### config.mk
export PLATFORM = sky130hd
export DESIGN_NAME = q_sweep_sequencer
export DESIGN_NICKNAME = d
export VERILOG_FILES = /design/src/rtl/q_sweep_sequencer.sv
export SDC_FILE = /design/constraint.sdc
export NUM_CORES = 1
export LEC_CHECK = 0
export CAP_MARGIN = 20
export CORE_ASPECT_RATIO = 2
export CORE_MARGIN = 3
export CORE_UTILIZATION = 50
export DETAILED_ROUTE_END_ITERATION = 10
export GPL_ROUTABILITY_DRIVEN = 1
export PLACE_DENSITY = 0.72
export RECOVER_POWER = 100
export SYNTH_ARGS = -nofsm -noshare
export SYNTH_HDL_FRONTEND = slang
export SYNTH_SLANG_ARGS = --single-unit
### constraint.sdc
create_clock -name clk -period 7.6 [get_ports clk]
set_input_delay 1.52 -clock clk [delete_from_list [all_inputs] [get_ports clk]]
set_output_delay 1.52 -clock clk [all_outputs]
set_load 0.02 [all_outputs]
### src/rtl/q_sweep_sequencer.sv
// q_sweep_sequencer: steps the Q control loop through a programmable table of
// q_desired setpoints. For each step it pulses loop_rst, applies the setpoint,
// then waits until 'converged' has been high for CONFIRM_CYCLES consecutive
// cycles or the step times out. It reports the outcome and moves to the next entry.
//
// Ports:
//   clk, rst             clock (rising edge), asynchronous active-low reset
//   go, abort            start sweep (IDLE only) / terminate sweep (any state)
//   sp_wr_en/addr/data   setpoint table write port (IDLE and not busy only)
//   converged            convergence flag from the loop
//   q_desired            setpoint driven to the loop
//   loop_rst/start/enable  loop control
//   busy, step_idx       sweep in progress, current table index
//   step_ok/step_timeout one-cycle step outcome pulses
//   fail_count           timed-out steps in this sweep (saturating)
//   done                 one-cycle pulse when a sweep completes normally
//
// Optional feature: define Q_SWEEP_LOG_EN to add log_valid/log_cycles/log_idx,
// which report the TRACK cycles consumed and the index of each finished step.
module q_sweep_sequencer #(
  parameter int unsigned BUS_WIDTH      = 10,
  parameter int unsigned N_SETPOINTS    = 4,
  parameter int unsigned MAX_TIMEOUT    = 50000,
  parameter int unsigned RST_CYCLES     = 5,
  parameter int unsigned CONFIRM_CYCLES = 3,
  localparam int unsigned IW = (N_SETPOINTS > 1) ? $clog2(N_SETPOINTS) : 1,
  localparam int unsigned TW = $clog2(MAX_TIMEOUT + 1)
) (
  input  logic                 clk,
  input  logic                 rst,
  input  logic                 go,
  input  logic                 abort,
  input  logic                 sp_wr_en,
  input  logic [IW-1:0]        sp_wr_addr,
  input  logic [BUS_WIDTH-1:0] sp_wr_data,
  input  logic                 converged,
  output logic [BUS_WIDTH-1:0] q_desired,
  output logic                 loop_rst,
  output logic                 loop_start,
  output logic                 loop_enable,
  output logic                 busy,
  output logic [IW-1:0]        step_idx,
  output logic                 step_ok,
  output logic                 step_timeout,
  output logic [IW:0]          fail_count,
`ifdef Q_SWEEP_LOG_EN
  output logic                 log_valid,
  output logic [TW-1:0]        log_cycles,
  output logic [IW-1:0]        log_idx,
`endif
  output logic                 done
);

  localparam int unsigned FW = IW + 1;
  localparam int unsigned RW = $clog2(RST_CYCLES + 1);
  localparam int unsigned CW = $clog2(CONFIRM_CYCLES + 1);

  typedef enum logic [2:0] {
    S_IDLE     = 3'd0,
    S_INIT_RST = 3'd1,
    S_ARM      = 3'd2,
    S_TRACK    = 3'd3,
    S_STEP_RST = 3'd4,
    S_DONE     = 3'd5
  } state_e;

  state_e               state_q, state_d;
  logic [RW-1:0]        rst_cnt_q, rst_cnt_d;
  logic [TW-1:0]        timer_q, timer_d;
  logic [CW-1:0]        confirm_q, confirm_d;
  logic [BUS_WIDTH-1:0] q_desired_q, q_desired_d;
  logic                 loop_rst_q, loop_rst_d;
  logic                 loop_start_q, loop_start_d;
  logic                 loop_enable_q, loop_enable_d;
  logic                 busy_q, busy_d;
  logic [IW-1:0]        step_idx_q, step_idx_d;
  logic                 step_ok_q, step_ok_d;
  logic                 step_timeout_q, step_timeout_d;
  logic [FW-1:0]        fail_count_q, fail_count_d;
  logic                 done_q, done_d;
`ifdef Q_SWEEP_LOG_EN
  logic                 log_valid_q, log_valid_d;
  logic [TW-1:0]        log_cycles_q, log_cycles_d;
  logic [IW-1:0]        log_idx_q, log_idx_d;
`endif

  logic [BUS_WIDTH-1:0] sp_table_q [N_SETPOINTS];
  logic                 addr_in_range;
  logic                 table_wr;

  // A power-of-two table makes every address legal; otherwise the top codes are dropped.
  if (N_SETPOINTS == (32'd1 << IW)) begin : g_addr_full
    assign addr_in_range = 1'b1;
  end else begin : g_addr_part
    assign addr_in_range = ({1'b0, sp_wr_addr} < FW'(N_SETPOINTS));
  end

  assign table_wr = sp_wr_en && !busy_q && (state_q == S_IDLE) && addr_in_range;

  // Setpoint table storage.
  always_ff @(posedge clk or negedge rst) begin
    if (!rst) begin
      for (int unsigned i = 0; i < N_SETPOINTS; i++) begin
        sp_table_q[i] <= '0;
      end
    end else if (table_wr) begin
      sp_table_q[sp_wr_addr] <= sp_wr_data;
    end
  end

  // Sequencer state and registered outputs.
  always_ff @(posedge clk or negedge rst) begin
    if (!rst) begin
      state_q        <= S_IDLE;
      rst_cnt_q      <= '0;
      timer_q        <= '0;
      confirm_q      <= '0;
      q_desired_q    <= '0;
      loop_rst_q     <= 1'b0;
      loop_start_q   <= 1'b0;
      loop_enable_q  <= 1'b0;
      busy_q         <= 1'b0;
      step_idx_q     <= '0;
      step_ok_q      <= 1'b0;
      step_timeout_q <= 1'b0;
      fail_count_q   <= '0;
      done_q         <= 1'b0;
`ifdef Q_SWEEP_LOG_EN
      log_valid_q    <= 1'b0;
      log_cycles_q   <= '0;
      log_idx_q      <= '0;
`endif
    end else begin
      state_q        <= state_d;
      rst_cnt_q      <= rst_cnt_d;
      timer_q        <= timer_d;
      confirm_q      <= confirm_d;
      q_desired_q    <= q_desired_d;
      loop_rst_q     <= loop_rst_d;
      loop_start_q   <= loop_start_d;
      loop_enable_q  <= loop_enable_d;
      busy_q         <= busy_d;
      step_idx_q     <= step_idx_d;
      step_ok_q      <= step_ok_d;
      step_timeout_q <= step_timeout_d;
      fail_count_q   <= fail_count_d;
      done_q         <= done_d;
`ifdef Q_SWEEP_LOG_EN
      log_valid_q    <= log_valid_d;
      log_cycles_q   <= log_cycles_d;
      log_idx_q      <= log_idx_d;
`endif
    end
  end

  // Next-state and next-output logic.
  always_comb begin
    state_d        = state_q;
    rst_cnt_d      = rst_cnt_q;
    timer_d        = timer_q;
    confirm_d      = confirm_q;
    q_desired_d    = q_desired_q;
    loop_rst_d     = loop_rst_q;
    loop_start_d   = loop_start_q;
    loop_enable_d  = loop_enable_q;
    busy_d         = busy_q;
    step_idx_d     = step_idx_q;
    fail_count_d   = fail_count_q;
    step_ok_d      = 1'b0;
    step_timeout_d = 1'b0;
    done_d         = 1'b0;
`ifdef Q_SWEEP_LOG_EN
    log_valid_d    = 1'b0;
    log_cycles_d   = '0;
    log_idx_d      = '0;
`endif

    if ((state_q != S_IDLE) && abort) begin
      // Index and fail count stay frozen so the host can inspect them.
      state_d       = S_IDLE;
      busy_d        = 1'b0;
      loop_start_d  = 1'b0;
      loop_enable_d = 1'b0;
      loop_rst_d    = 1'b0;
    end else begin
      unique case (state_q)
        S_IDLE: begin
          if (go && !abort) begin
            state_d      = S_INIT_RST;
            rst_cnt_d    = '0;
            step_idx_d   = '0;
            fail_count_d = '0;
            busy_d       = 1'b1;
            loop_rst_d   = 1'b1;
          end
        end
        S_INIT_RST: begin
          if (rst_cnt_q == RW'(RST_CYCLES - 1)) begin
            state_d    = S_ARM;
            rst_cnt_d  = '0;
            loop_rst_d = 1'b0;
          end else begin
            rst_cnt_d = rst_cnt_q + RW'(1);
          end
        end
        S_ARM: begin
          q_desired_d   = sp_table_q[step_idx_q];
          loop_start_d  = 1'b1;
          loop_enable_d = 1'b1;
          timer_d       = '0;
          confirm_d     = '0;
          state_d       = S_TRACK;
        end
        S_TRACK: begin
          timer_d   = timer_q + TW'(1);
          confirm_d = converged ? (confirm_q + CW'(1)) : '0;
          // Confirmation is tested first so it wins over a same-cycle timeout.
          if (confirm_d == CW'(CONFIRM_CYCLES)) begin
            step_ok_d  = 1'b1;
            state_d    = S_STEP_RST;
            rst_cnt_d  = '0;
            loop_rst_d = 1'b1;
`ifdef Q_SWEEP_LOG_EN
            log_valid_d  = 1'b1;
            log_cycles_d = timer_d;
            log_idx_d    = step_idx_q;
`endif
          end else if (timer_d == TW'(MAX_TIMEOUT)) begin
            step_timeout_d = 1'b1;
            if (fail_count_q != {FW{1'b1}}) begin
              fail_count_d = fail_count_q + FW'(1);
            end
            state_d    = S_STEP_RST;
            rst_cnt_d  = '0;
            loop_rst_d = 1'b1;
`ifdef Q_SWEEP_LOG_EN
            log_valid_d  = 1'b1;
            log_cycles_d = timer_d;
            log_idx_d    = step_idx_q;
`endif
          end
        end
        S_STEP_RST: begin
          if (rst_cnt_q == RW'(RST_CYCLES - 1)) begin
            rst_cnt_d  = '0;
            loop_rst_d = 1'b0;
            if (step_idx_q == IW'(N_SETPOINTS - 1)) begin
              state_d       = S_DONE;
              done_d        = 1'b1;
              busy_d        = 1'b0;
              loop_start_d  = 1'b0;
              loop_enable_d = 1'b0;
            end else begin
              step_idx_d = step_idx_q + IW'(1);
              state_d    = S_ARM;
            end
          end else begin
            rst_cnt_d = rst_cnt_q + RW'(1);
          end
        end
        S_DONE: begin
          state_d = S_IDLE;
        end
        default: begin
          state_d = S_IDLE;
        end
      endcase
    end
  end

  assign q_desired    = q_desired_q;
  assign loop_rst     = loop_rst_q;
  assign loop_start   = loop_start_q;
  assign loop_enable  = loop_enable_q;
  assign busy         = busy_q;
  assign step_idx     = step_idx_q;
  assign step_ok      = step_ok_q;
  assign step_timeout = step_timeout_q;
  assign fail_count   = fail_count_q;
  assign done         = done_q;
`ifdef Q_SWEEP_LOG_EN
  assign log_valid    = log_valid_q;
  assign log_cycles   = log_cycles_q;
  assign log_idx      = log_idx_q;
`endif

endmodule

# ---- Word-level counts from Yosys, hierarchy flattened
# Cells that the tools add are included.
dict set report op_classes {
  n_lt_le_gt_ge 3
  reduce_logical 26
  n_mux 53
  addsub 5
  bitwise_logic 3
  n_eq_ne 22
}
# cell n
set ops {}
lappend ops {{3-bit 2-to-1 mux} 14}
lappend ops {{40-bit bitwise mux} 1}
lappend ops {{16-bit one-hot mux with 2 select lines} 1}
lappend ops {{10-bit 2-to-1 mux} 3}
lappend ops {{10-bit binary-select mux with 2-bit select} 1}
lappend ops {{10-bit demux with 2-bit select} 1}
lappend ops {{1-bit 2-to-1 mux} 20}
lappend ops {{16-bit by 1-bit adder with 16-bit output (second input constant)} 1}
lappend ops {{16-bit equality test (second input constant)} 1}
lappend ops {{4-bit AND reduction} 4}
lappend ops {{3-bit inequality test (second input constant)} 5}
lappend ops {{3-bit one-hot mux with 5 select lines} 1}
lappend ops {{3-bit nonzero test} 4}
lappend ops {{2-bit inequality test (second input constant)} 5}
lappend ops {{3-bit one-hot mux with 3 select lines} 1}
lappend ops {{2-bit 2-to-1 mux} 4}
lappend ops {{2-bit one-hot mux with 2 select lines} 2}
lappend ops {{3-bit by 1-bit adder with 3-bit output (second input constant)} 2}
lappend ops {{3-bit by 2-bit equality test with 1-bit output (second input constant)} 2}
lappend ops {{3-bit equality test (second input constant)} 2}
lappend ops {{3-bit greater-or-equal comparator (second input constant)} 2}
lappend ops {{3-bit by 1-bit inequality test with 1-bit output (second input constant)} 2}
lappend ops {{2-bit NOT with 3-bit output} 2}
lappend ops {{3-bit one-hot mux with 2 select lines} 1}
lappend ops {{other kinds (19)} 30}
dict set report word_totals {
  word_cells 129
  ff_bits 85
}

# ---- Depth between registers and ports, before layout
dict set report logic_depth {
  depth_word 6
  mapped_depth 9
  ltp_nobuf 9
}

# ---- Least setup slack after synthesis
# OpenSTA, ideal clock, no wires.
dict set report synth_path {
  path_kind {input to register}
  from {in abort}
  to {reg q_desired_q[0], in the netlist q_desired[0]}
  path_stages 5
  n_path_buf 1
  setup_ps 125
  setup_slack_ps 4658
  arrival_time_ps 2817
  cell_sequence {clkbuf_1 > nor2_1 > nand2_1 > nor2_1 > mux2_2}
}
dict set report synth_between {
  elab_chain_cells 3
}
# item line
set synth_rtl {}
lappend synth_rtl {{start, declared} 32} ;# input logic abort,
lappend synth_rtl {{1-bit logical AND} 178} ;# if ((state_q != S_IDLE) && abort) begin
lappend synth_rtl {{1-bit NOT (no line)} n/a}
lappend synth_rtl {{2-bit AND reduction (no line)} n/a}
lappend synth_rtl {{end signal, assigned} 138} ;# q_desired_q <= q_desired_d;
lappend synth_rtl {{end, declared} 71} ;# logic [BUS_WIDTH-1:0] q_desired_q, q_desired_d;
# Every way passes these cells.
# A chain may end at the register's enable or synchronous reset.

# ---- Worst setup path in the final report
dict set report layout_path {
  from {in abort}
  to {reg q_desired_q[7], in the netlist q_desired[7]}
}
# The elaborated chain is that of the path after synthesis.

==> results_dict.tcl <==
set metrics [dict create \
    cts_tree "built" \
    netlist_instances 377 \
    post-route-period-util_pct 50.1 \
    startpoint_type "input port" \
    fin_crit_ps 3810 \
    syn_area_mm2 0.00431 \
    finalHoldViolations 0 \
    status "complete, but fails checks" \
    peakVddDrop_uv 174 \
    crit_arrival_ps 4020 \
    grt_max_degree 86 \
    synthArstFlopShare_pct 100 \
    io_pins 40 \
    yosysWarnings 0 \
    vias 3181 \
    cts_root_buf "clkbuf_16" \
    worst_pin_slew_ps 1670 \
    grt-ovfl-total 0 \
    n_fill_cell 696 \
    area_growth_pct 16.5 \
    criticalPathCategory "in2reg" \
    grt_pass1_vias 3145 \
    syn-num-nets 402 \
    reg2reg_from "state_q[2]" \
    hpwl_mm 6.25 \
    synth_cell_types 53 \
    top_layer_used "met4" \
    synth_ff_type "dfrtp_1" \
    violations "max-capacitance violations, max-slew violations" \
    fin_cells 513 \
    clk_latency_ps 330 \
    multiInputGateArea_mm2 0.00204 \
    cts_buffer_depth 2 \
    critical_path.slowest_cell "nor2_1" \
    min_from "q_desired[4]" \
    ys_seq_area_share_pct 49.4 \
    drive_gt1_share_pct 20.2 \
    die_w_um 71.6 \
    coreArea_mm2 0.00835 \
    fmax_ghz 0.263 \
    ys_ff_latch 85 \
    nNetsFinal 436 \
    portBuffers 39 \
    dieHeight_um 137 \
    antenna_cells 0 \
    wl_met3_um 377 \
    antenna_found_initial 0 \
    powerDensity_mw_per_mm2 314 \
    ff_latch_area_mm2 0.00213 \
    timing.setup.tns_ps 0 \
    max_cap_violations 1 \
    dp.cells 497 \
    detail_route.vias_per_cell 6.20 \
    start_util_pct 51.6 \
    path_max_fanout 19 \
    path_buf_inv 1 \
    row_count 47 \
    clock-sinks 85 \
    maxSlewHeadroom_pct -12.0 \
    numCtsBuffers 9 \
    cp-startpoint "abort" \
    drt_wl_total_mm 9.16 \
    synth_area_per_cell_um2 11.4 \
    p_leak_nw 2.20 \
    hold_path_class "reg2reg" \
    finalSetupViolations 0 \
    drtIter0Drc 226 \
    post_cts.repair.setup_buffers 0 \
    cp_cell_sequence "dlygate4sd3_1 > nor2_1 > nand2_1 > nor2_1 > mux2_2" \
    grt_pass1_wl_mm 15.4 \
    gp_congestion 0.848 \
    cts_resized 0 \
    finClkSkew_ps 8.30 \
    grt.total_usage_pct 20.2 \
    max_stage_delay_ps 890 \
    ant_nets 0 \
    worst_hold_slack_ps 497 \
    crit_family "simple AND/OR/NAND/NOR gates" \
    cts.clk_slew.worst_paths_ps 60 \
    end_kind "flip-flop" \
    wl_per_cell_um 17.8 \
    synth-edff-count 0 \
    ctsHoldBuffers 0 \
    drc 0 \
    wl_met1_mm 3.62 \
    dr.pass1.iters 4 \
    wl_met2_mm 4.97 \
    die_area_mm2 0.00984 \
    rsz0062_at_grt "no" \
    cpMostUsedCell "nor2_1" \
    critical_path_required_ps 7820 \
    final-max-slew-violation-count 11 \
    htree_num_levels 3 \
]
layer usage:
layer,vias to the layer above,track usage (%)
met5,-,0
met4,0,9.00
met3,15,4.09
met2,88,35.1
met1,1620,23.7
li1,1458,-
report_power, final:
group          internal, W  leakage, nW  switching, W
Sequential        0.000604         1.09      0.000112
Clock             0.000253        0.141      0.000176
Combinational     0.000242        0.964      0.000188
cells by family after synthesis:
logic type / synth area share [%]
buffers and inverters: 2.38
adders and majority gates: 2.03
xor gates and xnor gates: 1.02
AOI/OAI and AO/OA: 11.1
muxes: 19.8
and+or+nand+nor: 14.4
DFF: 49.4
placed cells by master (no fill, tap or decap), drive strengths merged, types with 4 or more instances in the layout:
| master | n |
|---|---|
| dfrtp | 85 |
| clkdlybuf4s50 | 14 |
| nor3 | 8 |
| mux4 | 10 |
| or3 | 4 |
| nor2 | 29 |
| nand4 | 7 |
| inv | 6 |
| dlygate4sd3 | 24 |
| ha | 7 |
| nand3 | 11 |
| and3 | 7 |
| nand2 | 31 |
| nand2b | 4 |
| nand3b | 4 |
| clkbuf | 10 |
| a31oi | 6 |
| o21ai | 33 |
| mux2 | 53 |
| clkinv | 5 |
| a21oi | 12 |
through the flow:
step / instance area, um2 / worst slack [ps] / power, W / util, %
finish: 5020 / 3790 / 0.00157 / 60.1
global route: 5020 / 3640 / 0.00166 / 60.1
CTS: 5030 / 3910 / 0.00160 / 60.3
detailed placement: 4740 / 3580 / 0.00117 / 56.8
global placement: 4740 / 3640 / 0.00114 / 56.8
floorplan: 4310 / 4660 / 0.00101 / -
worst paths after layout:
check                            endpoint  cells after the start  slack (ps)
setup / recovery             q_desired[7]                      5        3790
hold / removal               q_desired[4]                      1         500
setup reg to reg           sp_table_q[39]                      4        4310
hold reg to reg              q_desired[4]                      1         500
max in group asynchronous    q_desired[6]                      2        5350
min in group asynchronous  sp_table_q[30]                      1        1370
registers in the layout (all words and copies together), names as in the netlist, 2 cells and up:
name / count
confirm_q: 2
fail_count: 3
q_desired: 10
rst_cnt_q: 3
sp_table_q: 40
state_q: 3
step_idx: 2
timer_q: 16
synthesized netlist by cell type, types with 2 or more instances:
library cell	n	area (um2)
nand2_1	31	116
o22ai_1	2	12.5
a21oi_1	12	60.1
dfrtp_1	85	2130
buf_1	2	7.51
o21ai_0	33	165
nor2_1	28	105
inv_1	6	22.5
nand3b_1	4	30.0
a31oi_1	6	37.5
o31ai_1	3	22.5
clkbuf_1	12	45.0
nor3_1	6	30.0
and4_1	2	17.5
and2_1	3	18.8
ha_1	7	87.6
or3_1	4	25.0
mux2_2	52	586
nor3_2	2	20.0
o211ai_1	2	15.0
a22o_1	3	26.3
xor2_1	2	17.5
xnor2_1	3	26.3
and3_1	6	37.5
nand2b_1	4	25.0
mux4_2	10	225
a211oi_1	3	22.5
nand3_1	11	55.1
o41ai_1	3	26.3
mux2i_1	3	30.0
nand4_1	5	31.3
cell type report:
cell class / instances / area share, %
well taps: 98 / 2.44
inverters: 7 / 0.523
clock inverters: 6 / 1.30
multi-input cells: 268 / 40.7
clock buffers: 9 / 4.49
repair buffers: 40 / 8.20
flip-flops and latches: 85 / 42.4
(Power assumes the default switching activity.)
